**config.mk**
```make
export PLATFORM = sky130hd
export DESIGN_NAME = mag_accum_flat
export DESIGN_NICKNAME = d
export VERILOG_FILES = /design/src/rtl/mag_accum_pkg.sv /design/src/rtl/mag_accum_if.sv /design/src/rtl/mag_peak.sv /design/src/rtl/mag_accum.sv /design/src/flat_wrapper.sv
export SDC_FILE = /design/constraint.sdc
export NUM_CORES = 1
export LEC_CHECK = 0
export ABC_AREA = 1
export ABC_CLOCK_PERIOD_IN_PS = 3260
export CAP_MARGIN = 30
export CORE_MARGIN = 5
export CORE_UTILIZATION = 54
export CTS_CLUSTER_SIZE = 25
export DETAILED_ROUTE_END_ITERATION = 7
export GPL_ROUTABILITY_DRIVEN = 0
export PLACE_DENSITY = 0.93
export SLEW_MARGIN = 5
export SYNTH_ARGS = -nofsm -noshare
export SYNTH_HDL_FRONTEND = slang
export SYNTH_SLANG_ARGS = --single-unit
export TNS_END_PERCENT = 30
```
**constraint.sdc**
```tcl
create_clock -name clk -period 3.26 [get_ports clk]
set_input_delay 0.652 -clock clk [delete_from_list [all_inputs] [get_ports clk]]
set_output_delay 0.652 -clock clk [all_outputs]
set_load 0.03 [all_outputs]
```
**src/rtl/mag_accum_pkg.sv**
```systemverilog
// Shared widths and FSM encoding for the magnitude block accumulator.
// Imported by the interface, the top and the peak tracker.
package mag_accum_pkg;

    localparam int MAG_W = 7;
    localparam int CNT_W = 8;

    typedef enum logic [1:0] {
        IDLE,
        ACCUM,
        HOLD
    } state_t;

endpackage

```
**src/rtl/mag_accum_if.sv**
```systemverilog
// Sample-in / result-out handshake bundle for mag_accum.
// master = producer/consumer side, slave = the accumulator.
interface mag_accum_if #(
    parameter int ACC_W = 11
) ();
    import mag_accum_pkg::*;

    logic             in_valid;
    logic             in_ready;
    logic [MAG_W-1:0] in_mag;
    logic             flush;
    logic             out_valid;
    logic             out_ready;
    logic [ACC_W-1:0] out_sum;
    logic [CNT_W-1:0] out_len;
    logic [MAG_W-1:0] out_peak;

    modport master (
        output in_valid,
        output in_mag,
        output flush,
        output out_ready,
        input  in_ready,
        input  out_valid,
        input  out_sum,
        input  out_len,
        input  out_peak
    );

    modport slave (
        input  in_valid,
        input  in_mag,
        input  flush,
        input  out_ready,
        output in_ready,
        output out_valid,
        output out_sum,
        output out_len,
        output out_peak
    );

endinterface

```
**src/rtl/mag_peak.sv**
```systemverilog
// Running-maximum register for one accumulation block.
// Only exists when MAG_ACCUM_PEAK_EN is defined.
`ifdef MAG_ACCUM_PEAK_EN
module mag_peak
    import mag_accum_pkg::*;
(
    input  logic             clk,
    input  logic             rst_n,
    input  logic             i_load,
    input  logic             i_update,
    input  logic             i_clear,
    input  logic [MAG_W-1:0] i_mag,
    output logic [MAG_W-1:0] o_peak
);

    logic [MAG_W-1:0] r_peak;

    always_ff @(posedge clk) begin
        if (!rst_n) begin
            r_peak <= '0;
        end else if (i_clear) begin
            r_peak <= '0;
        end else if (i_load) begin
            r_peak <= i_mag;
        end else if (i_update && (i_mag > r_peak)) begin
            r_peak <= i_mag;
        end
    end

    assign o_peak = r_peak;

endmodule
`endif

```
**src/rtl/mag_accum.sv**
```systemverilog
// Block accumulator: sums BLOCK_LEN magnitudes (saturating), holds result.
// Define MAG_ACCUM_PEAK_EN to also report the per-block peak magnitude.
module mag_accum
    import mag_accum_pkg::*;
#(
    parameter int BLOCK_LEN = 16,
    parameter int ACC_W     = 11
) (
    input  logic         clk,
    input  logic         rst_n,
    mag_accum_if.slave   bus
);

    state_t           r_state;
    state_t           w_next;
    logic [ACC_W-1:0] r_sum;
    logic [CNT_W-1:0] r_cnt;

    logic             w_in_ready;
    logic             w_accept;
    logic             w_load;
    logic             w_upd;
    logic             w_clr;
    logic             w_last;
    logic [CNT_W-1:0] w_cnt_inc;
    logic [ACC_W:0]   w_sum_add;
    logic [ACC_W-1:0] w_sum_sat;
    logic [MAG_W-1:0] w_peak;
    logic             w_hold;

    assign w_hold     = (r_state == HOLD);
    assign w_in_ready = !w_hold;
    assign w_accept   = bus.in_valid && w_in_ready;

    assign w_cnt_inc = (r_state == IDLE) ? CNT_W'(1) : r_cnt + 1'b1;
    assign w_last    = w_accept && (w_cnt_inc == CNT_W'(BLOCK_LEN));

    // One spare carry bit detects overflow so the sum clamps instead of wrapping
    assign w_sum_add = {1'b0, r_sum}
                     + {{(ACC_W + 1 - MAG_W){1'b0}}, bus.in_mag};
    assign w_sum_sat = w_sum_add[ACC_W] ? '1 : w_sum_add[ACC_W-1:0];

    always_comb begin
        w_next = r_state;
        w_load = 1'b0;
        w_upd  = 1'b0;
        w_clr  = 1'b0;
        unique case (r_state)
            IDLE: begin
                if (w_accept) begin
                    w_load = 1'b1;
                    w_next = (w_last || bus.flush) ? HOLD : ACCUM;
                end
            end
            ACCUM: begin
                w_upd = w_accept;
                if (w_last || bus.flush) begin
                    w_next = HOLD;
                end
            end
            HOLD: begin
                if (bus.out_ready) begin
                    w_next = IDLE;
                    w_clr  = 1'b1;
                end
            end
            default: begin
                w_next = IDLE;
                w_clr  = 1'b1;
            end
        endcase
    end

    always_ff @(posedge clk) begin
        if (!rst_n) begin
            r_state <= IDLE;
            r_sum   <= '0;
            r_cnt   <= '0;
        end else begin
            r_state <= w_next;
            if (w_load) begin
                r_sum <= {{(ACC_W - MAG_W){1'b0}}, bus.in_mag};
                r_cnt <= CNT_W'(1);
            end else if (w_upd) begin
                r_sum <= w_sum_sat;
                r_cnt <= w_cnt_inc;
            end else if (w_clr) begin
                r_sum <= '0;
                r_cnt <= '0;
            end
        end
    end

`ifdef MAG_ACCUM_PEAK_EN
    mag_peak u_peak (
        .clk      (clk),
        .rst_n    (rst_n),
        .i_load   (w_load),
        .i_update (w_upd),
        .i_clear  (w_clr),
        .i_mag    (bus.in_mag),
        .o_peak   (w_peak)
    );
`else
    assign w_peak = '0;
`endif

    assign bus.in_ready  = w_in_ready;
    assign bus.out_valid = w_hold;
    assign bus.out_sum   = w_hold ? r_sum  : '0;
    assign bus.out_len   = w_hold ? r_cnt  : '0;
    assign bus.out_peak  = w_hold ? w_peak : '0;

endmodule

```
**src/flat_wrapper.sv**
```systemverilog
// flat-port wrapper written by rule: the top's interface ports become plain ports
module mag_accum_flat import mag_accum_pkg::*;
#(
    parameter int BLOCK_LEN = 16,
    parameter int ACC_W     = 11
)
  (clk, rst_n, bus_in_valid, bus_in_mag, bus_flush, bus_out_ready, bus_in_ready, bus_out_valid, bus_out_sum, bus_out_len, bus_out_peak);
  mag_accum_if #(.ACC_W(ACC_W)) bus_i ();
  input  logic clk;
  input  logic rst_n;
  input wire logic [$bits(bus_i.in_valid)-1:0] bus_in_valid;
  input wire logic [$bits(bus_i.in_mag)-1:0] bus_in_mag;
  input wire logic [$bits(bus_i.flush)-1:0] bus_flush;
  input wire logic [$bits(bus_i.out_ready)-1:0] bus_out_ready;
  output wire logic [$bits(bus_i.in_ready)-1:0] bus_in_ready;
  output wire logic [$bits(bus_i.out_valid)-1:0] bus_out_valid;
  output wire logic [$bits(bus_i.out_sum)-1:0] bus_out_sum;
  output wire logic [$bits(bus_i.out_len)-1:0] bus_out_len;
  output wire logic [$bits(bus_i.out_peak)-1:0] bus_out_peak;
  assign bus_i.in_valid = bus_in_valid;
  assign bus_i.in_mag = bus_in_mag;
  assign bus_i.flush = bus_flush;
  assign bus_i.out_ready = bus_out_ready;
  assign bus_in_ready = bus_i.in_ready;
  assign bus_out_valid = bus_i.out_valid;
  assign bus_out_sum = bus_i.out_sum;
  assign bus_out_len = bus_i.out_len;
  assign bus_out_peak = bus_i.out_peak;
  mag_accum #(.BLOCK_LEN(BLOCK_LEN), .ACC_W(ACC_W)) u_core (.clk(clk), .rst_n(rst_n), .bus(bus_i));
endmodule
```
Word level (Yosys, flattened, before mapping):

Index checks and enable logic that the tools add are counted.

* bits in registers: 21
* input bits: 12
* output and inout bits: 28
* logic and storage cells: 44

* add/subtract/negate cells: 2
* equality and inequality tests: 6
* muxes and demuxes: 20
* bitwise gates (word level): 1
* reductions and logical operators: 10

Operators with widths (count)
* 11-bit two-way mux: 4
* 8-bit two-way mux: 4
* 11-bit by 7-bit adder with 12-bit output: 1
* 8-bit by 1-bit adder with 8-bit output (second input constant): 1
* 8-bit by 5-bit equality test with 1-bit output (second input constant): 1
* 2-bit two-way mux: 4
* 7-bit two-way mux: 1
* 2-bit case mux with 3 select lines: 1
* 1-bit two-way mux: 5
* 2-bit by 1-bit inequality test with 1-bit output (second input constant): 2
* 2-bit OR reduction: 2
* 3-bit AND reduction: 1
* 3-bit nonzero test: 1
* 2-bit by 1-bit equality test with 1-bit output (second input constant): 1
* 2-bit equality test (second input constant): 1
* 1-bit logical AND: 2
* 2-bit zero test: 1
* 2-bit inequality test (second input constant): 1
* 1-bit case mux with 2 select lines: 1
* 2-bit nonzero test: 1
* 1-bit zero test: 1
* 1-bit logical OR: 1
* 1-bit inverter: 1

Depth between registers and ports, before layout:

* word-level depth: 8
* depth in mapped cells: 12
* depth with buffers taken out: 12

Worst setup path before layout:

OpenSTA, ideal clock, no wires.

* path kind: register to output
* start: register u_core.r_state[1]
* end: output port bus_out_sum[1]
* arrival time: 1806 ps
* data required time: 2608 ps
* path slack: 802 ps
* cell stages (with the launch flop): 6
* cells stage by stage: dfxtp_1 inv_2 nor2_1 inv_1 clkbuf_1 nor2_1

* longest elaborated chain between the ends: 2

RTL lines
* from (decl): RTL line mag_accum.sv:14 `state_t r_state;`
* from (signal assigned): RTL line mag_accum.sv:80 `r_state <= w_next;`
* 2-bit equality test: RTL line mag_accum.sv:31 `assign w_hold = (r_state == HOLD);`
* via bus_out_valid: RTL line flat_wrapper.sv:16 `output wire logic [$bits(bus_i.out_valid)-1:0] bus_out_valid;`
* 11-bit two-way mux: RTL line mag_accum.sv:110 `assign bus.out_sum = w_hold ? r_sum : '0;`
* to (decl): RTL line flat_wrapper.sv:17 `output wire logic [$bits(bus_i.out_sum)-1:0] bus_out_sum;`

The timed path passes the listed nets, and every way through them passes these cells.

Worst setup path after layout:

* start: register u_core.r_state[1]
* end: output port bus_out_sum[5]

* longest elaborated chain between the ends: 2

RTL lines (RTL line)
* 2-bit equality test: mag_accum.sv:31
* 11-bit two-way mux: mag_accum.sv:110

No other way between the ends.

==> flow_summary.toml <==
[die]
rows = 20
core_sq_um = 3003
die_area_sq_um = 4286
die_h_um = 65.47
ios = 40
die_x_um = 65.47
initial_core_util_pct = 55.33

[yosys]
ys_seq_area_share_pct = 25.30
yosysUniqueCellTypes = 30
syn_inst = 266
syn_area_per_cell_sq_um = 6.247
synth_area_leaders = "dfxtp_1, nand2_1, inv_1"
yosysTopAreaCell = "dfxtp_1"
yosys_warnings = 0
syn_area_sq_um = 1662
ys_ff_latch = 21
synth_top_area_share_pct = 25.30

[pwr]
ir_drop_v = 0.0002416
power_frac_comb_pct = 31.7
powerDensity_nw_per_um2 = 301.5
power.switching_mw = 0.2183
switching_share_pct = 36.45
sequentialPowerShare_pct = 46.3
p_leak_nw = 0.8147
clkPwrFrac_pct = 22.0
intPower_mw = 0.3807

[global_routing]
grt_pass1_vias = 1601
grt_use_total_pct = 19.79
grt_start_max_net_pins = 22
grt_pass1_wl_um = 6906
antenna_found_initial = 0
gr-total-overflow = 0

[setup_path]
crit_type = "flop to primary output"
crit_required_ns = 2.61
cp_data_arrival_time_ns = 2.10
crit_fanout = 21
endpoint_kind = "primary output"
cp-start-kind = "flop"

[clocking]
hold_buffers = 0
cts.repair.resized = 0
clk_pin_slew_ns = 0.13
root_buffer = "clkbuf_4"
worstSkewPairLatency_ns = 0.30
clock_path_buffers = 2
htree_levels = 1
cts_setup_buffers = 0
clock_sinks = 21
cts_buffers = 3
cts_tree = "built"

[placed_design]
port_buffers = 32
hpwlAfterDp_um = 3051
place_ws_ns = 0.6202

[drt]
remaining_drc_errors = 0
vias = 1745
routed_wl_um = 3974
routedWlPerCell_um = 12.12
drt_first_pass_iters = 4
drt-initial-drc-count = 116
antenna_left = 0
vias_per_cell = 5.320

[layout]
final_cell_mix = "nand2_1, inv_1, clkdlybuf4s50_1"
final_common_cell = "nand2_1"
nets = 317
drive_above_1_share_pct = 7.797
fillers = 269
area.growth.synth_to_final_pct = 19.58
diodes = 0

[timing]
worst_slack_ns = 0.5038
fmax_mhz = 362.8
slew_headroom_pct = 49.18
drv_slew = 0
finalSetupTns_ns = 0
finalCriticalPeriod_ns = 2.756
finalSetupViolCount = 0
hold_viol_final = 0
fin_crit_sh_pct = 84.54
rsz0062_at_grt = "false"
tightest_slew_ns = 0.7614
clock_skew_ns = 0.003653

[job]
cap_viol_max_count = 0

[outcome]
outcome = "complete, no violations"

[min_path]
hp-class = "flop to flop"
==> final cells by class <==
class	instances	area (sq um)	share of cell area, %
tap	33	41.29	2.078
inverter	42	157.7	7.934
sequential	21	420.4	21.16
multi-input combinational	196	1021	51.39
clock buffer	4	26.28	1.322
timing repair buffer	32	320.3	16.12
==> sequential cells by signal (all words and copies together), names as in the netlist <==
| register | cells |
|---|---|
| u_core.r_cnt | 8 |
| u_core.r_sum | 11 |
| u_core.r_state | 2 |
==> synth_stat cells <==
cell type and n:
dfxtp_1 21, a21oi_2 1, a21o_1 1, o22ai_1 1, o21ai_1 7, buf_2 2
xor2_1 4, clkinv_1 1, nand3_1 22, nand4_1 6, nand3_2 1, a21oi_1 24
clkbuf_1 3, nand2_2 8, a31oi_1 1, nor2_2 5, o21ai_0 3, nand2_1 57
nor2_4 1, buf_4 7, nor3_1 3, a22oi_1 7, inv_1 37, o21a_1 1
nor2_1 27, buf_6 1, inv_2 4, fa_1 1, conb_1 1, ha_1 8
==> critical path, stage by stage, from the launching register on <==
cell and delay, ns:
dfxtp_1 0.40, inv_2 0.07, nor2_1 0.14, inv_1 0.31
nor2_1 0.18, clkdlybuf4s50_1 0.69
==> path summary, 6_finish.rpt <==
| check | start | endpoint | slack [ns] | cells past startpoint |
|---|---|---|---|---|
| max | u_core.r_state[1]$_SDFFE_PN0P_ | bus_out_sum[5] | 0.50 | 5 |
| max reg2reg | u_core.r_sum[0]$_SDFFE_PN0P_ | u_core.r_sum[8]$_SDFFE_PP0P_ | 1.37 | 12 |
| min reg2reg | u_core.r_cnt[0]$_SDFFE_PN0P_ | u_core.r_cnt[0]$_SDFFE_PN0P_ | 0.50 | 2 |
| min | u_core.r_cnt[0]$_SDFFE_PN0P_ | u_core.r_cnt[0]$_SDFFE_PN0P_ | 0.50 | 2 |
==> logic make-up after synthesis <==
family / after synthesis / share of synthesized area [%]
other: 1 / 0.2257
AO/OA/AOI/OAI: 46 / 15.59
XOR/XNOR: 4 / 2.108
AND/OR/NAND/NOR: 130 / 34.94
adder cells (fa/ha/maj): 9 / 7.229
buffers and inverters: 55 / 14.61
flip-flops: 21 / 25.30
==> power by group through the flow <==
stage / logic (mW) / clock network (mW) / registers, mW
after global routing: 0.213 / 0.143 / 0.279
after global placement: 0.186 / 0 / 0.283
after CTS: 0.189 / 0.133 / 0.277
final: 0.190 / 0.132 / 0.277
after detailed placement: 0.187 / 0 / 0.283
after floorplan: 0.148 / 0 / 0.281
==> stage by stage <==
stage	instance area, sq um	hold WS [ns]	total power, mW	util, %	instances
finish	1987	0.5031	0.5990	66.17	328
global route	1987	0.5411	0.6348	66.17	328
CTS	1987	0.5001	0.5990	66.17	328
detailed placement	1961	0.4821	0.4706	65.29	324
global placement	1961	0.4748	0.4684	65.29	324
floorplan	1684	0.4577	0.4288	-	272
==> routing by layer <==
metal  wire, um  track usage [%]
met1       1828            26.91
met2       1851            32.87
met3        279            2.906
met4         14            4.663
met5          0                0
Note: power is estimated with default switching activity, not from simulation.
